<file path="src/rtl/mem_arbiter_if.sv">
// Bus bundle between the two cache controllers, the memory arbiter and the
// single-port line RAM. The arbiter connects through the slave modport; the
// caches and RAM model connect through the master modport.
interface mem_arbiter_if;
    // icache side (read only)
    logic         ic_req;
    logic [25:0]  ic_addr;
    logic         ic_ack;
    logic [127:0] ic_rdata;
    // dcache side (read/write)
    logic         dc_req;
    logic         dc_we;
    logic [25:0]  dc_addr;
    logic [127:0] dc_wdata;
    logic         dc_ack;
    logic [127:0] dc_rdata;
    // RAM side
    logic [25:0]  mem_addr;
    logic [127:0] mem_wdata;
    logic         mem_we;
    logic [127:0] mem_rdata;
    // status
    logic         busy;

    modport slave (
        input  ic_req, ic_addr, dc_req, dc_we, dc_addr, dc_wdata, mem_rdata,
        output ic_ack, ic_rdata, dc_ack, dc_rdata, mem_addr, mem_wdata, mem_we, busy
    );

    modport master (
        output ic_req, ic_addr, dc_req, dc_we, dc_addr, dc_wdata, mem_rdata,
        input  ic_ack, ic_rdata, dc_ack, dc_rdata, mem_addr, mem_wdata, mem_we, busy
    );
endinterface

</file>
<file path="src/rtl/mem_arbiter.sv">
// mem_arbiter: shares one single-port 128-bit-line RAM between the icache
// (read only) and the dcache (read/write). Each access runs IDLE -> BUSY ->
// RESP: the winner's request is latched at grant, held on the RAM for
// MEM_LATENCY cycles, the line is registered on the last BUSY cycle and a
// one-cycle ack is returned in RESP.
// Optional build macro MEM_ARB_RR_EN: round-robin arbitration on ties
// (requester not granted last wins). Without it, dcache has fixed priority.
module mem_arbiter #(
    parameter int MEM_LATENCY = 4,
    parameter int CNT_W       = 4
) (
    input  logic          clk,
    input  logic          reset,
    mem_arbiter_if.slave  bus
);
    typedef enum logic [1:0] {
        IDLE = 2'd0,
        BUSY = 2'd1,
        RESP = 2'd2
    } state_t;

    localparam logic [CNT_W-1:0] CNT_LOAD = CNT_W'(MEM_LATENCY - 1);

    state_t       state_q, state_d;
    logic [CNT_W-1:0] cnt_q, cnt_d;
    logic         owner_q, owner_d;      // 1 = dcache owns the current access
    logic         we_q, we_d;
    logic [25:0]  addr_q, addr_d;
    logic [127:0] wdata_q, wdata_d;
    logic         ic_ack_q, ic_ack_d;
    logic         dc_ack_q, dc_ack_d;
    logic [127:0] ic_rdata_q, ic_rdata_d;
    logic [127:0] dc_rdata_q, dc_rdata_d;
    logic         req_any;
    logic         grant_dc;              // winner if a grant happens this cycle

    assign req_any = bus.ic_req | bus.dc_req;

`ifdef MEM_ARB_RR_EN
    logic last_dc_q, last_dc_d;          // 1 = dcache was granted last

    // On a tie the requester that was not granted last wins.
    always_comb begin
        grant_dc = bus.dc_req & (~bus.ic_req | ~last_dc_q);
    end

    // Pointer follows every grant.
    always_comb begin
        last_dc_d = last_dc_q;
        if (state_q == IDLE && req_any) begin
            last_dc_d = grant_dc;
        end
    end

    // Pointer register; resets to dcache-last so icache wins the first tie.
    always_ff @(posedge clk or negedge reset) begin
        if (!reset) begin
            last_dc_q <= 1'b1;
        end else begin
            last_dc_q <= last_dc_d;
        end
    end
`else
    // Fixed priority: dcache beats icache.
    always_comb begin
        grant_dc = bus.dc_req;
    end
`endif

    // Next-state and register-update logic for the access sequencer.
    always_comb begin
        state_d    = state_q;
        cnt_d      = cnt_q;
        owner_d    = owner_q;
        we_d       = we_q;
        addr_d     = addr_q;
        wdata_d    = wdata_q;
        ic_ack_d   = 1'b0;
        dc_ack_d   = 1'b0;
        ic_rdata_d = ic_rdata_q;
        dc_rdata_d = dc_rdata_q;
        case (state_q)
            IDLE: begin
                if (req_any) begin
                    owner_d = grant_dc;
                    addr_d  = grant_dc ? bus.dc_addr : bus.ic_addr;
                    we_d    = grant_dc & bus.dc_we;
                    if (grant_dc) begin
                        wdata_d = bus.dc_wdata;
                    end
                    cnt_d   = CNT_LOAD;
                    state_d = BUSY;
                end
            end
            BUSY: begin
                if (cnt_q == '0) begin
                    // Last hold cycle: register the line for the owner and
                    // raise its ack for the RESP cycle.
                    if (owner_q) begin
                        dc_rdata_d = bus.mem_rdata;
                        dc_ack_d   = 1'b1;
                    end else begin
                        ic_rdata_d = bus.mem_rdata;
                        ic_ack_d   = 1'b1;
                    end
                    state_d = RESP;
                end else begin
                    cnt_d = cnt_q - 1'b1;
                end
            end
            RESP: begin
                state_d = IDLE;
            end
            default: begin
                state_d = IDLE;
            end
        endcase
    end

    // State and datapath registers; async reset aborts any access in flight.
    always_ff @(posedge clk or negedge reset) begin
        if (!reset) begin
            state_q    <= IDLE;
            cnt_q      <= '0;
            owner_q    <= 1'b0;
            we_q       <= 1'b0;
            addr_q     <= '0;
            wdata_q    <= '0;
            ic_ack_q   <= 1'b0;
            dc_ack_q   <= 1'b0;
            ic_rdata_q <= '0;
            dc_rdata_q <= '0;
        end else begin
            state_q    <= state_d;
            cnt_q      <= cnt_d;
            owner_q    <= owner_d;
            we_q       <= we_d;
            addr_q     <= addr_d;
            wdata_q    <= wdata_d;
            ic_ack_q   <= ic_ack_d;
            dc_ack_q   <= dc_ack_d;
            ic_rdata_q <= ic_rdata_d;
            dc_rdata_q <= dc_rdata_d;
        end
    end

    // Write enable is decoded from state so a reset drops it immediately,
    // and it is only high on the final hold cycle of a write.
    assign bus.mem_we    = (state_q == BUSY) & we_q & (cnt_q == '0);
    assign bus.mem_addr  = addr_q;
    assign bus.mem_wdata = wdata_q;
    assign bus.busy      = (state_q == BUSY) | (state_q == RESP);
    assign bus.ic_ack    = ic_ack_q;
    assign bus.dc_ack    = dc_ack_q;
    assign bus.ic_rdata  = ic_rdata_q;
    assign bus.dc_rdata  = dc_rdata_q;

endmodule

</file>
<file path="src/flat_wrapper.sv">
// flat-port wrapper written by rule: the top's interface ports become plain ports
module mem_arbiter_flat 
#(
    parameter int MEM_LATENCY = 4,
    parameter int CNT_W       = 4
)
  (clk, reset, bus_ic_req, bus_ic_addr, bus_dc_req, bus_dc_we, bus_dc_addr, bus_dc_wdata, bus_mem_rdata, bus_ic_ack, bus_ic_rdata, bus_dc_ack, bus_dc_rdata, bus_mem_addr, bus_mem_wdata, bus_mem_we, bus_busy);
  mem_arbiter_if bus_i ();
  input  logic clk;
  input  logic reset;
  input wire logic [$bits(bus_i.ic_req)-1:0] bus_ic_req;
  input wire logic [$bits(bus_i.ic_addr)-1:0] bus_ic_addr;
  input wire logic [$bits(bus_i.dc_req)-1:0] bus_dc_req;
  input wire logic [$bits(bus_i.dc_we)-1:0] bus_dc_we;
  input wire logic [$bits(bus_i.dc_addr)-1:0] bus_dc_addr;
  input wire logic [$bits(bus_i.dc_wdata)-1:0] bus_dc_wdata;
  input wire logic [$bits(bus_i.mem_rdata)-1:0] bus_mem_rdata;
  output wire logic [$bits(bus_i.ic_ack)-1:0] bus_ic_ack;
  output wire logic [$bits(bus_i.ic_rdata)-1:0] bus_ic_rdata;
  output wire logic [$bits(bus_i.dc_ack)-1:0] bus_dc_ack;
  output wire logic [$bits(bus_i.dc_rdata)-1:0] bus_dc_rdata;
  output wire logic [$bits(bus_i.mem_addr)-1:0] bus_mem_addr;
  output wire logic [$bits(bus_i.mem_wdata)-1:0] bus_mem_wdata;
  output wire logic [$bits(bus_i.mem_we)-1:0] bus_mem_we;
  output wire logic [$bits(bus_i.busy)-1:0] bus_busy;
  assign bus_i.ic_req = bus_ic_req;
  assign bus_i.ic_addr = bus_ic_addr;
  assign bus_i.dc_req = bus_dc_req;
  assign bus_i.dc_we = bus_dc_we;
  assign bus_i.dc_addr = bus_dc_addr;
  assign bus_i.dc_wdata = bus_dc_wdata;
  assign bus_i.mem_rdata = bus_mem_rdata;
  assign bus_ic_ack = bus_i.ic_ack;
  assign bus_ic_rdata = bus_i.ic_rdata;
  assign bus_dc_ack = bus_i.dc_ack;
  assign bus_dc_rdata = bus_i.dc_rdata;
  assign bus_mem_addr = bus_i.mem_addr;
  assign bus_mem_wdata = bus_i.mem_wdata;
  assign bus_mem_we = bus_i.mem_we;
  assign bus_busy = bus_i.busy;
  mem_arbiter #(.MEM_LATENCY(MEM_LATENCY), .CNT_W(CNT_W)) u_core (.clk(clk), .reset(reset), .bus(bus_i));
endmodule
</file>
<file path="config.mk">
export PLATFORM = sky130hd
export DESIGN_NAME = mem_arbiter_flat
export DESIGN_NICKNAME = d
export VERILOG_FILES = /design/src/rtl/mem_arbiter_if.sv /design/src/rtl/mem_arbiter.sv /design/src/flat_wrapper.sv
export SDC_FILE = /design/constraint.sdc
export NUM_CORES = 1
export LEC_CHECK = 0
export ABC_AREA = 0
export CELL_PAD_IN_SITES_DETAIL_PLACEMENT = 0
export CELL_PAD_IN_SITES_GLOBAL_PLACEMENT = 1
export CORE_AREA = 8 8 273 275
export CTS_CLUSTER_SIZE = 25
export DETAILED_ROUTE_END_ITERATION = 6
export DIE_AREA = 0 0 281 283
export GPL_ROUTABILITY_DRIVEN = 0
export PLACE_DENSITY_LB_ADDON = 0.1
export REMOVE_ABC_BUFFERS = 1
export SLEW_MARGIN = 20
export SYNTH_ARGS = -nofsm -noshare
export SYNTH_HDL_FRONTEND = slang
export SYNTH_SLANG_ARGS = --single-unit
</file>
<file path="constraint.sdc">
create_clock -name clk -period 2.1 [get_ports clk]
set_input_delay 0.63 -clock clk [delete_from_list [all_inputs] [get_ports clk]]
set_output_delay 0.63 -clock clk [all_outputs]
set_load 0.02 [all_outputs]
</file>
==> key figures, run 1 <==
Global routing
  – Initial antenna violation count: 12
  – Gr usage total: 16.39%
  – First-pass GRT wire length: 96540 um
  – Congestion Overflow GR: 0
  – Largest net degree at the start of global routing: 67
  – Vias in the first global route: 12.79k

Synthesis
  – Cell count after synthesis: 977
  – Register bit total from synthesis: 420
  – Most used DFF post-synth: dfrtp_1
  – Ys async rst share: 100.0%
  – Synth top area share: 63.83%
  – Leading area contributor after synthesis: dfrtp_1
  – Post-Syn Area per Cell: 16.85 sq um
  – Top-count cell post-synth: dfrtp_1
  – Number of distinct library cells after synthesis: 34
  – Register area share after synthesis: 63.83%
  – Synthesis warning total: 0
  – Ranking of synthesized cells by area: dfrtp_1 64%, mux2_2 20%, mux2_4 9.1%, mux2i_1 1.6%, buf_12 1.3%
  – Most frequent cells after synthesis: 420 x dfrtp_1, 286 x mux2_2, 100 x mux2_4
  – Post-Syn Area: 16460 sq um
  – Number of flops mapped to enable cells by yosys: 0

STA
  – Max frequency: 393.8 MHz
  – Slew headroom: 64.33%
  – Slew Limit Fails: 0
  – Final Cycle Share: 120.9%
  – Worst-Margin Slew: 535.0 ps
  – Final worst slack: -439.5 ps
  – Final number of setup-violating endpoints: 242
  – Final hold vios: 0
  – Post-layout min period: 2539 ps
  – Unrepaired setup endpoints after global routing: true
  – Post-route clock skew: 17.17 ps

Drt
  – Via count of the routed design: 11.40k
  – Residual DRC: 0
  – Post-DR vias/cell: 4.078
  – Drt pass-1 iters: 4
  – DR iter-0 viols: 399
  – Antenna-violating nets left: 0
  – Post-Route WL: 67500 um
  – WL/cell: 24.14 um

Run status
  – Status: finished, violations left
  – Violated checks: negative setup slack

Power and ir drop
  – Clock power share: 22.8%
  – P_leak: 0.01310 uW
  – Pint: 24430 uW
  – Peak supply drop: 697.6 uV
  – Net Sw Frac: 37.21%
  – Total power per unit cell area: 1426 nW/um^2
  – Sw Pwr: 14480 uW
  – Comb pwr share: 43.1%
  – Sequential share of power: 34.1%

Clock tree
  – Clk Latency, worst-skew pair: 590 ps
  – Clock buffer count from CTS: 52
  – CTS clk-pin slew, worst paths: 50 ps
  – Clock sinks: 420
  – CTS root buffer: clkbuf_16
  – H-tree Lvls: 2
  – Max clock buf depth: 3
  – CTS tree: done

Cells and area
  – Nets@finish: 2121
  – Fillers: 6846
  – Fraction of layout cells with a size suffix above 1: 31.56%
  – FF/Latch Area: 10510 sq um
  – Area Overhead vs Synth: 65.77%
  – Final Cell Area: 27290 sq um
  – Multi-input logic area: 5653 sq um

Floorplanning
  – Row cnt: 98
  – Die area: 79520 sq um
  – Chip Width: 281 um
  – Die height: 283 um
  – Initial Util: 23.35%
  – Core area: 70510 sq um
  – I/O pins: 727

Critical path
  – Critical path class: register to primary output
  – Crit-path max FO: 2
  – Worst setup EP type: primary output
  – Worst EP required: 1470 ps
  – Data arrival, critical path: 1910 ps
  – Crit path launch type: register

Hold path
  – Min-delay worst type: register to register

Job
  – Max_cap viols: 0

Placed design
  – PortBufs: 726
  – Post-DP Area: 25180 sq um
  – Post-detailed-placement half-perimeter wirelength: 51240 um
  – Dpl ws: -102.8 ps
-- worst paths after layout --
kind                                            end               startpoint  slack, ps  depth (start not counted)
min in group asynchronous   u_core.bus.ic_rdata[80]                    reset        530                          2
min                         u_core.bus.mem_addr[11]  u_core.bus.mem_addr[11]        470                          2
max                                      bus_mem_we          u_core.cnt_q[0]       -440                          7
max reg2reg                 u_core.bus.ic_rdata[42]          u_core.cnt_q[0]       -200                         10
max in group asynchronous  u_core.bus.mem_wdata[54]                    reset        710                          3
min reg2reg                 u_core.bus.mem_addr[11]  u_core.bus.mem_addr[11]        470                          2
-- cell families (layout without fill, tap and decap cells) --
group,Yosys count,count (layout),synth area share [%]
flip-flops,420,420,63.83
multiplexers,412,412,30.26
buffers and inverters,55,919,2.804
AND/OR/NAND/NOR,48,48,1.482
AO/OA/AOI/OAI,37,37,1.239
adder cells (fa/ha/maj),5,5,0.3800
other,0,5,0
-- worst max-delay path: stages (launching register included) --
cell and delay [ps]:
dfrtp_1 390, inv_2 90, ha_4 140, buf_6 90, nor3b_4 200, buf_6 130
and3_4 180, buf_6 120
-- through the flow --
stage	hold WS, ps	cells	setup TNS [ps]	utilization (%)	power [uW]
3_3_place_gp	460.6	2662	-5967	35.72	32490
4_1_cts	479.2	2794	-16340	38.74	39710
6_report	470.2	2796	-16210	38.71	38910
5_1_grt	490.0	2795	-39640	38.71	41090
2_1_floorplan	334.4	927	-922660	-	22150
3_5_place_dp	470.7	2662	-6037	35.72	32580
-- placed cells by master (no fill, tap or decap), types with 2 or more instances in the layout --
master,synthesis,final
inv_6,0,3
clkdlybuf4s50_1,0,310
buf_6,8,5
nor3b_4,1,2
mux2i_1,26,26
clkbuf_16,0,57
buf_8,0,13
dlygate4sd2_1,0,405
buf_12,11,32
clkdlybuf4s15_1,0,5
nand2_1,32,31
ha_1,5,3
nor3_1,3,3
diode_2,0,5
mux2_4,100,128
o21ai_0,28,28
clkbuf_1,17,14
bufinv_16,0,3
clkbuf_8,0,8
buf_16,0,9
a311oi_1,2,2
clkinvlp_4,0,2
dfrtp_1,420,420
inv_2,1,4
buf_4,1,37
nor2_1,2,2
a21oi_1,3,3
mux2_2,286,258
clkinv_2,0,9
ha_4,0,2
-- routing by layer --
layer	wire [um]	vias to the layer above	share of wire, %	GRT usage [%]
met1	25030	5773	37	17.96
li1	-	5127	-	-
met2	34740	404	51	28.97
met5	92	-	0.14	0
met4	1314	14	1.9	4.193
met3	6324	85	9.4	6.848
-- state kept, by name (all words and copies together) (netlist names) --
register / count
u_core.bus.ic_rdata: 128
u_core.cnt_q: 4
u_core.bus.mem_wdata: 128
u_core.owner_q: 1
u_core.we_q: 1
u_core.bus.ic_ack: 1
u_core.bus.dc_rdata: 128
u_core.bus.mem_addr: 26
u_core.state_q: 2
u_core.bus.dc_ack: 1
-- layout make-up --
class                           count  area share [%]
Inverter                            5          0.1146
Clock inverter                     17          0.6464
Sequential cell                   420           38.51
Timing Repair Buffer              822           30.16
Multi-Input combinational cell    502           20.71
Antenna cell                        5         0.04584
Tap cell                          950           4.355
Clock buffer                       75           5.455
-- power groups by stage --
stage	logic [uW]	registers (uW)	clock network, uW
2_1_floorplan	4710	17400	0
3_3_place_gp	19100	13400	0
3_5_place_dp	19100	13500	0
4_1_cts	17200	13300	9210
5_1_grt	17800	13700	9570
6_report	16800	13300	8870
-- what timing repair did --
item / CTS / global route
pin swaps: 2 / 2
gates resized for setup: 503 / 21
setup endpoints to repair: 555 / 224
buffers inserted: 28 / 6
hold endpoints to repair: 20 / 0
hold buffers: 1 / 0
gates cloned: 11 / 4
Power figures use the tool's default switching activity.
==> run 2: changes to the inputs <==
--- a/config.mk
+++ b/config.mk
@@ -6,14 +6,12 @@
 export NUM_CORES = 1
 export LEC_CHECK = 0
 export ABC_AREA = 0
-export CELL_PAD_IN_SITES_DETAIL_PLACEMENT = 0
-export CELL_PAD_IN_SITES_GLOBAL_PLACEMENT = 1
 export CORE_AREA = 8 8 273 275
 export CTS_CLUSTER_SIZE = 25
 export DETAILED_ROUTE_END_ITERATION = 6
 export DIE_AREA = 0 0 281 283
 export GPL_ROUTABILITY_DRIVEN = 0
-export PLACE_DENSITY_LB_ADDON = 0.1
+export RECOVER_POWER = 50
 export REMOVE_ABC_BUFFERS = 1
 export SLEW_MARGIN = 20
 export SYNTH_ARGS = -nofsm -noshare
==> key figures, run 2 (synthesis gave the netlist of run 1 again) <==
Drt
  – Post-DR vias/cell: 4.118 (was 4.078)
  – DR iter-0 viols: 303 (was 399)
  – Via count of the routed design: 11.46k (was 11.40k)
  – Antenna-violating nets left: 0 (unchanged)
  – Post-Route WL: 58690 um (was 67500 um)
  – Drt pass-1 iters: 4 (unchanged)
  – WL/cell: 21.08 um (was 24.14 um)
  – Residual DRC: 0 (unchanged)

Global routing
  – Largest net degree at the start of global routing: 87 (was 67)
  – Initial antenna violation count: 9 (was 12)
  – First-pass GRT wire length: 88000 um (was 96540 um)
  – Vias in the first global route: 13.22k (was 12.79k)
  – Gr usage total: 14.34% (was 16.39%)
  – Congestion Overflow GR: 0 (unchanged)

Floorplanning
  – Row cnt: 98 (unchanged)
  – Die height: 283 um (unchanged)
  – Die area: 79520 sq um (unchanged)
  – Core area: 70510 sq um (unchanged)
  – I/O pins: 727 (unchanged)
  – Chip Width: 281 um (unchanged)
  – Initial Util: 23.35% (unchanged)

STA
  – Post-layout min period: 2492 ps (was 2539 ps)
  – Slew Limit Fails: 0 (unchanged)
  – Unrepaired setup endpoints after global routing: true (unchanged)
  – Post-route clock skew: 11.21 ps (was 17.17 ps)
  – Final worst slack: -391.7 ps (was -439.5 ps)
  – Worst-Margin Slew: 821.6 ps (was 535.0 ps)
  – Final Cycle Share: 118.7% (was 120.9%)
  – Max frequency: 401.3 MHz (was 393.8 MHz)
  – Slew headroom: 45.23% (was 64.33%)
  – Final number of setup-violating endpoints: 143 (was 242)
  – Final hold vios: 0 (unchanged)

Job
  – Max_cap viols: 0 (unchanged)

Critical path
  – Reg2reg path depth: 9 (was 10)
  – Crit path top cell by count: buf_6 (unchanged)
  – Data arrival, critical path: 1860 ps (was 1910 ps)
  – Crit-path max FO: 2 (unchanged)
  – Worst setup EP type: primary output (unchanged)
  – Worst-path cell with the longest stage delay: dfrtp_1 (unchanged)
  – Flop-to-flop setup slack: -140 ps (was -200 ps)
  – R2R Path End: u_core.bus.ic_rdata[47] (was u_core.bus.ic_rdata[42])
  – Worst EP required: 1470 ps (about the same)
  – Reg-to-reg startpoint: u_core.cnt_q[1] (was u_core.cnt_q[0])
  – Crit-path cells: inv_2 -> ha_4 -> buf_6 -> nor3b_4 -> buf_6 -> and3_4 -> buf_6 (unchanged)
  – Slowest stage delay, CP: 400 ps (was 390 ps)
  – Critical path class: register to primary output (unchanged)
  – Crit path launch type: register (unchanged)

Power and ir drop
  – Peak supply drop: 775.8 uV (was 697.6 uV)
  – P_leak: 0.01290 uW (was 0.01310 uW)
  – Tot Pwr: 37590 uW (was 38910 uW)
  – Total power per unit cell area: 1404 nW/um^2 (was 1426 nW/um^2)

Clock tree
  – Clk Latency, worst-skew pair: 550 ps (was 590 ps)
  – CTS root buffer: clkbuf_16 (unchanged)
  – CTS tree: done (unchanged)
  – CTS clk-pin slew, worst paths: 60 ps (was 50 ps)
  – Clock buffer count from CTS: 46 (was 52)
  – Clock sinks: 420 (unchanged)
  – H-tree Lvls: 2 (unchanged)
  – Max clock buf depth: 3 (unchanged)

Hold path
  – Hold endpoint: u_core.we_q (was u_core.bus.mem_addr[11])
  – Worst hold start: bus_dc_req (was u_core.bus.mem_addr[11])
  – Min-delay worst type: input port to register (was register to register)
  – WHS Path Cells: 2 (unchanged)

Placed design
  – PortBufs: 726 (unchanged)
  – Dpl cells: 2676 (was 2662)
  – Post-detailed-placement half-perimeter wirelength: 45580 um (was 51240 um)

Run status
  – Status: finished, violations left (unchanged)
  – Violated checks: negative setup slack (unchanged)

Cells and area
  – Nets@finish: 2114 (was 2121)
  – Fraction of layout cells with a size suffix above 1: 31.00% (was 31.56%)
  – Fin cells: 2784 (was 2796)
  – Area Overhead vs Synth: 62.55% (was 65.77%)
  – Most frequent cells in the layout: 420 x dfrtp_1, 409 x dlygate4sd2_1, 310 x clkdlybuf4s50_1, 258 x mux2_2, 128 x mux2_4 (was 420 x dfrtp_1, 405 x dlygate4sd2_1, 310 x clkdlybuf4s50_1, 258 x mux2_2, 128 x mux2_4)
  – Commonest non-fill, non-tap cell in the layout: dfrtp_1 (unchanged)
run 2: area by class of cell:
type | instances | area, sq um
fill | 6802 | 43740
sequential | 420 | 10510
timing repair buffer | 821 | 7868
multi-input combinational | 502 | 5624
clock buffer | 72 | 1423
tap | 950 | 1189
clock inverter | 9 | 105.1
inverter | 5 | 32.53
antenna | 5 | 12.51
run 2: how the worst max path moves through the flow:
stage | slack [ps] | start | to | cells past startpoint
after floorplan | -4320 | u_core.cnt_q[0] | u_core.bus.ic_rdata[0] | 5
after global placement | -70 | u_core.cnt_q[0] | u_core.bus.ic_rdata[118] | 7
after detailed placement | -110 | u_core.cnt_q[0] | u_core.bus.ic_rdata[118] | 7
after CTS | -450 | u_core.cnt_q[1] | bus_mem_we | 7
after global routing | -500 | u_core.cnt_q[1] | bus_mem_we | 7
final | -390 | u_core.cnt_q[1] | bus_mem_we | 7
run 2: repair_timing:
action | in CTS | in global routing
resized for setup | 510 | 13
hold buffers | 1 | 0
gates cloned | 6 | 0
buffers inserted | 18 | 2
setup endpoints to repair | 611 | 222
hold endpoints to repair | 20 | 0
pin swaps | 3 | 2
run 2: where the power goes:
group          total (uW)  switching (uW)  internal (uW)
clock                8140            3260           4880
combinational       16000            8550           7450
sequential          13400            1930          11500
total               37600           13700          23900
run 2: metal layers:
layer	GRT usage, %	vias up	wire length, um
met5	0	-	35
met1	15.74	5729	21810
met2	25.10	526	29180
met3	5.483	94	5816
li1	-	5109	-
met4	4.877	6	1850
run 2: stage by stage:
step | setup TNS (ps) | util (%) | setup slack [ps] | hold WS, ps | instance area [sq um]
5_1_grt | -69740 | 37.96 | -496.9 | 402.3 | 26760
4_1_cts | -17990 | 38.16 | -453.6 | 419.5 | 26900
3_5_place_dp | -9930 | 35.73 | -110.1 | 474.2 | 25190
6_report | -7612 | 37.96 | -391.7 | 426.7 | 26760
3_3_place_gp | -4536 | 35.73 | -69.30 | 464.4 | 25190
2_1_floorplan | -922660 | - | -4318 | 334.4 | 16020
run 2: critical path, delay by kind of cell (launching register included):
kind,cells,cell delay (ps)
fa+ha+maj,1,130
simple gates,2,360
flops,1,400
buf+inv,4,420
